### src/rtl/fc_pkg.sv
// Shared types and sizing helpers for the fully-connected operand loader.
package fc_pkg;

    localparam int unsigned DW = 32;

    typedef enum logic [2:0] {
        StIdle,
        StLdDw,
        StHoldDw,
        StLdB,
        StHoldB,
        StDone
    } fc_ld_state_e;

    function automatic int unsigned nd(input int unsigned batch, input int unsigned feat);
        return batch * feat;
    endfunction

    function automatic int unsigned nw(input int unsigned feat, input int unsigned outs);
        return feat * outs;
    endfunction

endpackage

### src/rtl/fc_mem_rd_port.sv
// Element-serial read port: issues req/addr over up to two address segments with
// stall-on-no-gnt, and returns a one-cycle-delayed rvalid tagged with the element index.
module fc_mem_rd_port #(
    parameter int unsigned ADDR_W = 16,
    parameter int unsigned IDX_W  = 4
) (
    input  logic              clk,
    input  logic              rst_n,
    input  logic              launch,
    input  logic [ADDR_W-1:0] base0,
    input  logic [IDX_W-1:0]  len0,
    input  logic [ADDR_W-1:0] base1,
    input  logic [IDX_W-1:0]  len1,
    output logic              mem_req,
    output logic [ADDR_W-1:0] mem_addr,
    input  logic              mem_gnt,
    output logic              rvalid,
    output logic [IDX_W-1:0]  rtag
);

    logic              req_q, req_d;
    logic [ADDR_W-1:0] addr_q, addr_d;
    logic [IDX_W-1:0]  idx_q, idx_d;
    logic              rvalid_q, rvalid_d;
    logic [IDX_W-1:0]  rtag_q, rtag_d;
    logic              accept;
    logic [IDX_W-1:0]  idx_inc;
    logic [IDX_W-1:0]  total;

    function automatic logic [ADDR_W-1:0] addr_of(
        input logic [IDX_W-1:0]  idx,
        input logic [IDX_W-1:0]  l0,
        input logic [ADDR_W-1:0] b0,
        input logic [ADDR_W-1:0] b1
    );
        if (idx < l0) begin
            return b0 + ADDR_W'(idx);
        end
        return b1 + ADDR_W'(idx - l0);
    endfunction

    always_comb begin
        accept   = req_q & mem_gnt;
        total    = len0 + len1;
        idx_inc  = idx_q + IDX_W'(1);
        req_d    = req_q;
        addr_d   = addr_q;
        idx_d    = idx_q;
        rvalid_d = accept;
        rtag_d   = idx_q;
        if (launch) begin
            req_d  = 1'b1;
            idx_d  = '0;
            addr_d = addr_of('0, len0, base0, base1);
        end else if (accept) begin
            idx_d = idx_inc;
            if (idx_inc == total) begin
                req_d = 1'b0;
            end else begin
                addr_d = addr_of(idx_inc, len0, base0, base1);
            end
        end
    end

    always_ff @(posedge clk or negedge rst_n) begin
        if (!rst_n) begin
            req_q    <= 1'b0;
            addr_q   <= '0;
            idx_q    <= '0;
            rvalid_q <= 1'b0;
            rtag_q   <= '0;
        end else begin
            req_q    <= req_d;
            addr_q   <= addr_d;
            idx_q    <= idx_d;
            rvalid_q <= rvalid_d;
            rtag_q   <= rtag_d;
        end
    end

    assign mem_req  = req_q;
    assign mem_addr = addr_q;
    assign rvalid   = rvalid_q;
    assign rtag     = rtag_q;

endmodule

### src/rtl/fc_load_ctrl.sv
// FC layer operand-load sequencer: stages data and weights, then bias on request,
// and holds everything stable until the datapath reports its result.
module fc_load_ctrl import fc_pkg::*; #(
    parameter int unsigned BATCH  = 1,
    parameter int unsigned FEAT   = 3,
    parameter int unsigned OUTS   = 2,
    parameter int unsigned ADDR_W = 16,
    parameter int unsigned DW     = fc_pkg::DW
) (
    input  logic                     clk,
    input  logic                     rst_n,
    input  logic                     start,
    input  logic [ADDR_W-1:0]        data_base,
    input  logic [ADDR_W-1:0]        weight_base,
    input  logic [ADDR_W-1:0]        bias_base,
    output logic                     mem_req,
    output logic [ADDR_W-1:0]        mem_addr,
    input  logic                     mem_gnt,
    input  logic [DW-1:0]            mem_rdata,
    output logic [BATCH*FEAT*DW-1:0] data_flat,
    output logic [FEAT*OUTS*DW-1:0]  weight_flat,
    output logic [OUTS*DW-1:0]       bias_flat,
    output logic                     data_en,
    output logic                     weight_en,
    output logic                     bias_en,
    input  logic                     bias_rq,
    input  logic                     result_valid,
    output logic                     busy,
    output logic                     done
);

    localparam int unsigned ND    = nd(BATCH, FEAT);
    localparam int unsigned NW    = nw(FEAT, OUTS);
    localparam int unsigned NT    = ND + NW;
    localparam int unsigned IDX_W = $clog2(NT + 1);

    fc_ld_state_e state_q, state_d;

    logic [ADDR_W-1:0]        data_base_q, data_base_d;
    logic [ADDR_W-1:0]        weight_base_q, weight_base_d;
    logic [ADDR_W-1:0]        bias_base_q, bias_base_d;
    logic                     rq_seen_q, rq_seen_d;
    logic                     en_dw_q, en_dw_d;
    logic                     bias_en_q, bias_en_d;
    logic                     busy_q, busy_d;
    logic                     done_q, done_d;
    logic [BATCH*FEAT*DW-1:0] data_flat_q, data_flat_d;
    logic [FEAT*OUTS*DW-1:0]  weight_flat_q, weight_flat_d;
    logic [OUTS*DW-1:0]       bias_flat_q, bias_flat_d;

    logic              launch;
    logic [ADDR_W-1:0] seg0_base, seg1_base;
    logic [IDX_W-1:0]  seg0_len, seg1_len;
    logic              rd_valid;
    logic [IDX_W-1:0]  rd_tag;
    logic              last_dw, last_b;

    // In IDLE the port sees the live base inputs so the first address is ready right after start.
    always_comb begin
        seg0_base = bias_base_q;
        seg1_base = bias_base_q;
        seg0_len  = IDX_W'(OUTS);
        seg1_len  = '0;
        if (state_q == StIdle) begin
            seg0_base = data_base;
            seg1_base = weight_base;
            seg0_len  = IDX_W'(ND);
            seg1_len  = IDX_W'(NW);
        end else if (state_q == StLdDw) begin
            seg0_base = data_base_q;
            seg1_base = weight_base_q;
            seg0_len  = IDX_W'(ND);
            seg1_len  = IDX_W'(NW);
        end
    end

    assign launch = ((state_q == StIdle) && start) ||
                    ((state_q == StHoldDw) && (bias_rq || rq_seen_q));

    fc_mem_rd_port #(
        .ADDR_W (ADDR_W),
        .IDX_W  (IDX_W)
    ) u_rd_port (
        .clk      (clk),
        .rst_n    (rst_n),
        .launch   (launch),
        .base0    (seg0_base),
        .len0     (seg0_len),
        .base1    (seg1_base),
        .len1     (seg1_len),
        .mem_req  (mem_req),
        .mem_addr (mem_addr),
        .mem_gnt  (mem_gnt),
        .rvalid   (rd_valid),
        .rtag     (rd_tag)
    );

    assign last_dw = rd_valid && (rd_tag == IDX_W'(NT - 1));
    assign last_b  = rd_valid && (rd_tag == IDX_W'(OUTS - 1));

    always_comb begin
        state_d       = state_q;
        data_base_d   = data_base_q;
        weight_base_d = weight_base_q;
        bias_base_d   = bias_base_q;
        rq_seen_d     = rq_seen_q;
        unique case (state_q)
            StIdle: begin
                if (start) begin
                    state_d       = StLdDw;
                    data_base_d   = data_base;
                    weight_base_d = weight_base;
                    bias_base_d   = bias_base;
                end
            end
            StLdDw: begin
                if (bias_rq) begin
                    rq_seen_d = 1'b1;
                end
                if (last_dw) begin
                    state_d = StHoldDw;
                end
            end
            StHoldDw: begin
                if (bias_rq || rq_seen_q) begin
                    state_d = StLdB;
                end
            end
            StLdB: begin
                if (last_b) begin
                    state_d = StHoldB;
                end
            end
            StHoldB: begin
                if (result_valid) begin
                    state_d = StDone;
                end
            end
            StDone: begin
                rq_seen_d = 1'b0;
                state_d   = StIdle;
            end
            default: begin
                state_d = StIdle;
            end
        endcase

        en_dw_d   = (state_d == StHoldDw);
        bias_en_d = (state_d == StHoldB);
        busy_d    = (state_d != StIdle);
        done_d    = (state_d == StDone);
    end

    // Return-path write-back; the tag selects the element slot.
    always_comb begin
        data_flat_d   = data_flat_q;
        weight_flat_d = weight_flat_q;
        bias_flat_d   = bias_flat_q;
        if (rd_valid) begin
            if (state_q == StLdDw) begin
                if (rd_tag < IDX_W'(ND)) begin
                    data_flat_d[int'(rd_tag)*DW +: DW] = mem_rdata;
                end else begin
                    weight_flat_d[(int'(rd_tag) - int'(ND))*DW +: DW] = mem_rdata;
                end
            end else if (state_q == StLdB) begin
                bias_flat_d[int'(rd_tag)*DW +: DW] = mem_rdata;
            end
        end
    end

    always_ff @(posedge clk or negedge rst_n) begin
        if (!rst_n) begin
            state_q       <= StIdle;
            data_base_q   <= '0;
            weight_base_q <= '0;
            bias_base_q   <= '0;
            rq_seen_q     <= 1'b0;
            en_dw_q       <= 1'b0;
            bias_en_q     <= 1'b0;
            busy_q        <= 1'b0;
            done_q        <= 1'b0;
            data_flat_q   <= '0;
            weight_flat_q <= '0;
            bias_flat_q   <= '0;
        end else begin
            state_q       <= state_d;
            data_base_q   <= data_base_d;
            weight_base_q <= weight_base_d;
            bias_base_q   <= bias_base_d;
            rq_seen_q     <= rq_seen_d;
            en_dw_q       <= en_dw_d;
            bias_en_q     <= bias_en_d;
            busy_q        <= busy_d;
            done_q        <= done_d;
            data_flat_q   <= data_flat_d;
            weight_flat_q <= weight_flat_d;
            bias_flat_q   <= bias_flat_d;
        end
    end

    assign data_flat   = data_flat_q;
    assign weight_flat = weight_flat_q;
    assign bias_flat   = bias_flat_q;
    assign data_en     = en_dw_q;
    assign weight_en   = en_dw_q;
    assign bias_en     = bias_en_q;
    assign busy        = busy_q;
    assign done        = done_q;

endmodule

### config.mk
export PLATFORM = sky130hd
export DESIGN_NAME = fc_load_ctrl
export DESIGN_NICKNAME = d
export VERILOG_FILES = /design/src/rtl/fc_pkg.sv /design/src/rtl/fc_mem_rd_port.sv /design/src/rtl/fc_load_ctrl.sv
export SDC_FILE = /design/constraint.sdc
export NUM_CORES = 1
export LEC_CHECK = 0
export ABC_AREA = 1
export CAP_MARGIN = 20
export CORE_MARGIN = 10
export CORE_UTILIZATION = 51
export CTS_CLUSTER_DIAMETER = 80
export DETAILED_ROUTE_END_ITERATION = 7
export GPL_ROUTABILITY_DRIVEN = 0
export PLACE_DENSITY = 0.89
export SETUP_SLACK_MARGIN = 0.05
export SYNTH_ARGS = -nofsm -noshare
export SYNTH_HDL_FRONTEND = slang
export SYNTH_SLANG_ARGS = --single-unit
### constraint.sdc
create_clock -name clk -period 4.3 [get_ports clk]
set_clock_uncertainty 0.15 [all_clocks]
set_input_delay 0.645 -clock clk [delete_from_list [all_inputs] [get_ports clk]]
set_output_delay 0.645 -clock clk [all_outputs]
set_load 0.02 [all_outputs]
After elaboration in Yosys (flattened, before gate mapping). Index checks and enable logic that the tools add are counted.

Mux-type cells: 37. Bitwise logic cells: 3. Shift operators: 6. Magnitude comparators: 3. Equal/unequal tests: 13. Add/subtract/negate cells: 10. Reduce and logical (&&, ||, !) cells: 18.

Operator list (count): $bwmux 192 (1); $shift 32x34->192 const A (1); $shiftx 32x34->192 (1); $mux 16 (11); $bwmux 96 (1); $shift 32x34->96 const A (1); $shiftx 32x34->96 (1); $bwmux 64 (1); $shift 32x34->64 const A (1); $shiftx 32x34->64 (1); $neg 32->34 (1); $neg 9->34 (1); $add 16x16->16 (2); $mux 3 (7); $add 16x4->16 (1); $pmux 3 s5 (1); $eq 3x3->1 const B (4); $mux 1 (12); $eq 3x2->1 const B (3); $reduce_and 3->1 (3); $mux 4 (2); $reduce_and 2->1 (4); $reduce_bool 2->1 (3); $sub 4x2->5 (1); other kinds (19) (25).

Logic and storage cells: 107. Output and inout port bits: 374. Flip-flop bits (word level): 434. Bits of input ports: 86.

Logic depth before layout (Yosys ltp). Gate-level depths: netlist of the first run.

Depth in word-level cells: 12. Gate-level depth with buffers: 22. Gate-level depth less buffers: 21.

Hierarchy. Synthesis of the first run repeated with hierarchy kept, for this count alone.

Cells, all modules: 2830. Area, all modules: 21999.8 µm².

By module, submodules not included: fc_load_ctrl (area an instance 17968.5 µm², cells each 2137, instances 1, seq. area each 10209.8 µm²); fc_mem_rd_port (area an instance 4031.4 µm², cells each 693, instances 1, seq. area each 650.6 µm²).

Worst setup path before layout of the first run. Ideal clock, no wire load.

Path kind: flip-flop to flip-flop. From: register state_q[1]. To: register u_rd_port.addr_q[9] (netlist: u_rd_port.mem_addr[9]). Setup time: 122 ps. Path buffers: 1. Stages on the path, launching flop included: 18. Required time: 4028 ps. Clock period less this slack: 3623 ps. Slack: 677 ps. Arrival time: 3351 ps. Cells stage by stage: dfrtp_1 > inv_1 > buf_2 > nand2_1 > inv_1 > ha_1 > inv_1 > ha_1 > nor3_1 > ha_1 > a21oi_1 > o21a_1 > nand2_1 > a21oi_1 > xor2_1 > nand2_1 > nand3_1 > a21oi_1.

Word-level cells in the longest chain between the ends: 12. Elaborated cells between the ends (all ways): 39. Classes of those cells: add/sub (6); order compare (2); eq/ne (4); mux (21); reduce/logical (6).

RTL lines: start, declared (RTL line fc_load_ctrl.sv:37) `fc_ld_state_e state_q, state_d;`; start signal, assigned (RTL line fc_load_ctrl.sv:174) `state_q <= StIdle;`; start signal, assigned (RTL line fc_load_ctrl.sv:187) `state_q <= state_d;`; parallel branches: the longest is 12 deep, another holds $add 16x16->16; end signal, assigned (RTL line fc_mem_rd_port.sv:74) `addr_q <= addr_d;`; end, declared (RTL line fc_mem_rd_port.sv:22) `logic [ADDR_W-1:0] addr_q, addr_d;`.

Several ways; the timed one is not identified. The select of a mux whose other input is x is not followed. A chain may end at the register's enable or synchronous reset.

Final worst setup path of the first run.
From: register u_rd_port.rtag_q[0] (netlist: u_rd_port.rtag[0]). To: register weight_flat_q[73] (netlist: weight_flat[73]).

Word-level cells in the longest chain between the ends: 4. Elaborated cells between the ends (all ways): 8. Classes of those cells: add/sub (2); order compare (1); shift (2); mux (1); bitwise (1); reduce/logical (1).

RTL lines: start, declared (RTL line fc_mem_rd_port.sv:25) `logic [IDX_W-1:0] rtag_q, rtag_d;`; start signal, assigned (RTL line fc_mem_rd_port.sv:77) `rtag_q <= rtag_d;`; $sub 4x2->5 (RTL line fc_load_ctrl.sv:164) `weight_flat_d[(int'(rd_tag) - int'(ND))*DW +: DW] = mem_rdata;`; $neg 32->34 (RTL line fc_load_ctrl.sv:164); $shiftx 32x34->192 / $shift 32x34->192 (equally long branches) (RTL line fc_load_ctrl.sv:164); $bwmux 192 (RTL line fc_load_ctrl.sv:164); end signal, assigned (RTL line fc_load_ctrl.sv:197) `weight_flat_q <= weight_flat_d;`; end, declared (RTL line fc_load_ctrl.sv:48) `logic [FEAT*OUTS*DW-1:0] weight_flat_q, weight_flat_d;`.

Parallel ways exist; a longest one is shown, timed or not.

==> flow_metrics.py, run 1 <==
metrics = {
    "run_status": {
        "status": "complete, but fails checks",
        "failed_checks": "design-rule violations, negative hold slack",
    },
    "power_and_ir_drop": {
        "vdd_drop_max_mv": 0.5437,
        "p_leak_nw": 12.96,
        "power.internal_mw": 11.08,
        "power.share.combinational": 0.503,
        "pwr-share-clk": 0.216,
        "seqPwrFrac": 0.281,
        "p_sw_mw": 8.859,
        "power_density_nw_per_um2": 753.5,
        "p_sw_frac": 0.4442,
    },
    "timing": {
        "hold_violations": 2,
        "worst_slew_pin_slew_ns": 1.171,
        "setup_viol": 0,
        "fin_setup_tns_ns": 0,
        "maxSlewHeadroom": 0.2191,
        "whs_ns": -0.009353,
        "clock.fmax_mhz": 241.7,
        "rsz0062_at_grt": "true",
        "finalCritPeriodShare": 0.9621,
        "final_max_slew_viol_count": 0,
        "layout_min_cycle_time_ns": 4.137,
    },
    "clock_network": {
        "h-tree-depth": 2,
        "cts_tree": "built",
        "cts_resized": 0,
        "ctsHoldBuffers": 0,
        "clk_pin_slew_ns": 0.06,
        "clk_path_buf_depth": 3,
        "cts_buffers": 44,
        "clk_latency_ns": 0.58,
        "clock-root-buffer": "clkbuf_16",
        "clkSinkCount": 434,
        "cts_setup_buffers": 0,
    },
    "setup_path": {
        "slowest_stage": "nand2_4",
        "timing.rr.end": "weight_flat[73]",
        "end_kind": "register",
        "crit_required_ns": 4.58,
        "critical-path-max-stage-delay_ns": 0.48,
        "critPathLaunchType": "register",
        "worstSetupPathType": "reg2reg",
        "worstPathCellList": "buf_4 > ha_1 > inv_1 > nand2_1 > nand3_1 > nor2_2 > inv_1 > ha_1 > nor4_1 > nand3b_1 > nand2_1 > nand3_1 > nor3_4 > nand2_4 > nand2_1 > o21ai_2",
        "path_buf_inv": 3,
        "cp.depth": 16,
        "regToRegStartpoint": "u_rd_port.rtag[0]",
        "worst_r2r_path_depth": 16,
        "rrSetupSlack_ns": 0.16,
        "critPathLaunch": "u_rd_port.rtag[0]",
        "path_common_cell": "nand2_1",
        "cp_top_family": "simple AND/OR/NAND/NOR gates",
        "crit_path_max_fanout": 64,
        "cp.arrival_ns": 4.42,
    },
    "layout": {
        "seq_area_um2": 10860,
        "syn_to_final_growth_pct": 34.36,
        "n_antenna_cell": 0,
        "nets": 2826,
        "drive_above_1_share": 0.07558,
        "multi_input_area_um2": 7744,
        "design_area_um2": 26470,
        "num-fill-cells": 2593,
    },
    "detailed_routing": {
        "via_per_inst": 5.894,
        "ant_nets": 0,
        "route.detailed.drc": 5,
        "first_pass_iters": 8,
        "route.detailed.wl_per_inst_um": 23.46,
        "routed_wl_um": 76250,
        "first_iter_violations": 2276,
        "vias": 19150,
    },
    "yosys": {
        "synth_cell_types": 48,
        "ys_seq_elements": 434,
        "syn_avg_cell_area_um2": 8.651,
        "synth_top_family_by_area": "simple AND/OR/NAND/NOR gates",
        "synthSimpleGateAreaFrac": 0.2120,
        "synth_warnings": 0,
        "syn-num-nets": 2399,
        "netlist_area_um2": 19700,
        "synth.area.mux_share": 0.04433,
        "synth-compound-area-share": 0.1058,
        "synth_xor_xnor_area_share": 0.005716,
        "yosysSeqAreaShare": 0.5513,
        "synth_edf_count": 0,
        "synth_fa_ha_area_frac": 0.02363,
        "synthArstFlopShare": 1.000,
        "synth-main-ff-cell": "dfrtp_1",
        "synthesis.instances": 2277,
    },
    "global_route": {
        "grt_overflow": 0,
        "grt_max_degree": 135,
        "antenna_found_initial": 0,
        "grtUsageTotal": 0.3153,
        "grt_pass1_vias": 19300,
        "grt_pass1_wl_um": 115500,
    },
    "die": {
        "rows": 71,
        "start_util": 0.5205,
        "io_pins": 460,
        "die_h_um": 216.5,
        "die_w_um": 216.5,
        "die_area_um2": 46890,
        "core_um2": 37840,
    },
    "place": {
        "postPlaceCellArea_um2": 24790,
        "port_buffers": 459,
        "dp_hpwl_um": 53510,
    },
    "hold_path": {
        "hp-class": "in2async",
    },
    "run": {
        "cap_viol_max_count": 0,
    },
}
==> placed cells by master, fill, tap and decap left out, types with 4 or more instances in the layout <==
cell             count
nand2_1            780
clkdlybuf4s50_1    458
dfrtp_1            434
inv_1              159
o21ai_0            153
o21ai_1            149
nor2_1             104
nand3_1            100
mux2_2              50
clkbuf_16           44
a21oi_1             42
buf_4               35
ha_1                34
mux2i_1             31
nand4_1             15
clkbuf_8            15
nor3_1              10
o21ai_2             10
xor2_1               9
inv_2                8
bufinv_16            8
o31ai_1              7
o211ai_1             7
clkinv_2             7
nand2_2              5
buf_12               5
nor2_2               4
a31oi_1              4
nor4_1               4
nand3b_1             4
clkbuf_1             4
==> metrics by stage <==
step                power, mW  std cells  setup WS (ns)    util  hold slack (ns)
CTS                     19.72       3248         0.2018  0.6982          0.09281
finish                  19.94       3250         0.1630  0.6994        -0.009353
global placement        14.84       3167         0.4889  0.6551           0.2761
detailed placement      15.27       3167         0.2936  0.6551           0.2960
global route            21.10       3250       -0.01778  0.6994          0.09570
floorplan               11.63       2277         0.6766       -           0.1994
==> metal layers <==
metal,vias to the layer above,track usage,wire [µm],part of all wire
met4,0,0.2088,5744,0.075
li1,8212,-,-,-
met3,361,0.08816,8079,0.11
met2,1395,0.5442,37210,0.49
met5,-,0,0,0
met1,9186,0.3319,25220,0.33
==> power by group through the flow <==
| stage | logic [mW] | clock network, mW | registers (mW) |
|---|---|---|---|
| after global routing | 10.9 | 4.50 | 5.67 |
| after floorplan | 5.38 | 0 | 6.25 |
| after global placement | 9.28 | 0 | 5.55 |
| after CTS | 9.81 | 4.33 | 5.58 |
| final | 10.0 | 4.31 | 5.61 |
| after detailed placement | 9.65 | 0 | 5.62 |
==> cells by family (layout without fill, tap and decap cells) <==
kind of cell    Yosys count  count (layout)
compound gates          391             391
flops                   434             434
fa+ha+maj                36              36
mux                      81              81
xor+xnor                 12              12
simple gates           1037            1037
buf+inv                 286             748
==> flip-flops by register name, summed over array words and instances (netlist names) <==
signal / cells
bias_flat: 64
rq_seen_q: 1
u_rd_port.mem_addr: 16
bias_base_q: 16
u_rd_port.idx_q: 4
u_rd_port.mem_req: 1
weight_flat: 192
state_q: 3
u_rd_port.rvalid: 1
data_flat: 96
data_en: 1
weight_base_q: 16
done: 1
data_base_q: 16
bias_en: 1
u_rd_port.rtag: 4
busy: 1
==> cell usage after synthesis (8+ instances only) <==
master,n,area [µm²]
xor2_1,9,78.83
ha_1,34,425.4
o21ai_1,149,745.7
dfrtp_1,434,10860
inv_1,159,596.8
nand3_1,100,500.5
mux2_2,50,563.0
nand2_1,783,2939
nor2_1,106,397.9
o21ai_2,10,87.58
clkbuf_1,75,281.5
buf_2,33,165.2
nand4_1,15,93.84
mux2i_1,31,310.3
o21ai_0,153,765.7
inv_2,8,30.03
a21oi_1,42,210.2
nor3_1,11,55.05
==> cell type report <==
cell class                 count  area share
clock inverter                18     0.01163
timing repair buffer         499      0.1875
sequential                   434      0.4103
multi-input combinational   1557      0.2926
tap                          511     0.02416
clock buffer                  63     0.04997
inverter                     168     0.02383
==> worst max path at each step <==
stage,to,slack [ns]
final,weight_flat[73],0.16
after global routing,weight_flat[73],-0.02
after CTS,weight_flat[165],0.20
after detailed placement,weight_flat[180],0.29
after global placement,weight_flat[171],0.49
after floorplan,u_rd_port.mem_addr[9],0.68
Note: power is estimated with default switching activity, not from simulation.
==> run 2, diff against run 1 <==
Settings changed: SETUP_SLACK_MARGIN 0.05 to unset.
==> results of run 2 <==
No change in the layout: final DEF, timing and power equal those of run 1.
==> run 3, diff against run 2 <==
Settings changed: CAP_MARGIN 20 to 40.
==> run 3 against run 2 <==
Sequential share of layout area grew 0.093 points. Critical endpoint is now weight_flat[168]. Combinational power is essentially flat. The run now ends clean. Highest routed layer unchanged. Final area shrank 0.23%. Register-to-register slack gained 0.12 ns. Sequential cell count is the same. Power shrank 1.5%. Count of clock-buffer cells in the layout grew 7. Global-route usage shrank 0.42 points. Non-clock buffer count grew 1. Utilization shrank 0.16 points. First-iteration DRC count shrank 6.1%. Die area is the same.
==> flow_metrics.py, run 3 (same netlist as run 1, synthesis figures left out) <==
metrics = {
    "timing": {
        "layout_min_cycle_time_ns": 4.019,
        "maxSlewHeadroom": 0.2592,
        "setup_viol": 0,
        "setup_slack_ns": 0.2815,
        "whs_ns": 0.04906,
        "hold_violations": 0,
        "final_max_slew_viol_count": 0,
        "clock.fmax_mhz": 248.8,
        "rsz0062_at_grt": "true",
        "finalCritPeriodShare": 0.9345,
        "worst_slew_pin_slew_ns": 1.111,
    },
    "layout": {
        "seq_area_um2": 10860,
        "largest_reg_flops": 192,
        "drive_above_1_share": 0.07403,
        "final_cell_mix": "780 x nand2_1, 458 x clkdlybuf4s50_1, 434 x dfrtp_1, 159 x inv_1, 153 x o21ai_0",
        "syn_to_final_growth_pct": 34.05,
        "n_antenna_cell": 0,
        "num-fill-cells": 2615,
        "final_common_cell": "nand2_1",
        "multi_input_area_um2": 7740,
        "nets": 2828,
    },
    "run": {
        "cap_viol_max_count": 0,
    },
    "setup_path": {
        "critical-path-max-stage-delay_ns": 0.74,
        "path_buf_inv": 3,
        "end_kind": "register",
        "critPathLaunchType": "register",
        "regToRegStartpoint": "u_rd_port.rtag[1]",
        "worstSetupPathType": "reg2reg",
        "cp.arrival_ns": 4.33,
        "critPathLaunch": "u_rd_port.rtag[1]",
        "crit_path_max_fanout": 36,
        "crit_required_ns": 4.61,
        "cp_top_family": "simple AND/OR/NAND/NOR gates",
        "worstPathCellList": "inv_1 > ha_1 > nor2_4 > nand3_1 > nor2_2 > inv_1 > ha_1 > nor4_1 > nand3b_1 > nand2_1 > nand3_1 > or3_2 > buf_16 > nand2_1 > o21ai_1",
        "slowest_stage": "or3_2",
    },
    "clock_network": {
        "clkSinkCount": 434,
        "cts_setup_buffers": 0,
        "clk_latency_ns": 0.58,
        "ctsHoldBuffers": 0,
        "h-tree-depth": 2,
        "cts_buffers": 45,
        "cts_tree": "built",
        "clk_path_buf_depth": 3,
        "clock-root-buffer": "clkbuf_16",
        "cts_resized": 0,
        "clk_pin_slew_ns": 0.06,
    },
    "die": {
        "die_area_um2": 46890,
        "die_w_um": 216.5,
        "core_um2": 37840,
        "die_h_um": 216.5,
        "start_util": 0.5205,
        "rows": 71,
        "io_pins": 460,
    },
    "detailed_routing": {
        "via_per_inst": 5.806,
        "routed_wl_um": 74730,
        "first_pass_iters": 6,
        "first_iter_violations": 2137,
        "vias": 18890,
        "route.detailed.wl_per_inst_um": 22.97,
        "ant_nets": 0,
        "route.detailed.drc": 0,
    },
    "global_route": {
        "antenna_found_initial": 0,
        "grt_max_degree": 135,
        "grt_overflow": 0,
        "grtUsageTotal": 0.3110,
        "grt_pass1_wl_um": 114400,
        "grt_pass1_vias": 19090,
    },
    "power_and_ir_drop": {
        "vdd_drop_max_mv": 0.5555,
        "p_leak_nw": 12.92,
        "power_density_nw_per_um2": 743.7,
    },
    "hold_path": {
        "hp-class": "in2async",
    },
    "place": {
        "dp_hpwl_um": 53720,
        "pre_cts_ws_ns": 0.3754,
        "port_buffers": 459,
    },
    "run_status": {
        "status": "finished clean",
    },
}
## run 3: cell count changes in the layout (fill, tap and decap cells not counted), sizes merged
cell | before | now
buf | 41 | 42
bufinv | 8 | 3
clkbuf | 63 | 70
clkinv | 9 | 7
clkinvlp | 1 | 2
inv | 168 | 169
## run 3: power by group
group	leakage (nW)	total, mW	switching [mW]	internal (mW)
Combinational	7.84	9.99	6.51	3.47
Sequential	4.33	5.60	0.609	4.99
Clock	0.757	4.06	1.67	2.39
## run 3: layer usage
metal  GRT usage  wire, µm  vias to the layer above
li1            -         -                     8216
met1      0.3330     24890                     9053
met2      0.5350     36630                     1315
met3     0.08802      7810                      304
met4      0.1939      5390                        0
met5           0         0                        -
## run 3: stage by stage
| stage | utilization | TNS (ns) | cells | power (mW) | instance area [µm²] |
|---|---|---|---|---|---|
| 2_1_floorplan | - | 0 | 2277 | 11.63 | 19700 |
| 3_3_place_gp | 0.6551 | 0 | 3167 | 14.84 | 24790 |
| 3_5_place_dp | 0.6569 | 0 | 3170 | 15.28 | 24860 |
| 4_1_cts | 0.6978 | 0 | 3253 | 19.45 | 26410 |
| 5_1_grt | 0.6978 | -0.006633 | 3253 | 20.81 | 26410 |
| 6_report | 0.6978 | 0 | 3253 | 19.64 | 26410 |
## run 3: cell type report
class | count | area share
clock buffer | 70 | 0.05193
clock inverter | 13 | 0.006633
tap | 511 | 0.02421
sequential | 434 | 0.4113
inverter | 168 | 0.02388
timing repair buffer | 500 | 0.1890
multi-input combinational | 1557 | 0.2931
## run 3: worst paths after layout
check	endpoint	slack, ns	depth (start not counted)
setup / recovery	weight_flat[168]	0.28	15
hold / removal	weight_flat[104]	0.05	1
setup reg to reg	weight_flat[168]	0.28	15
hold reg to reg	u_rd_port.rtag[2]	0.31	0
max in group asynchronous	bias_flat[28]	2.87	2
min in group clk	u_rd_port.rtag[2]	0.31	0
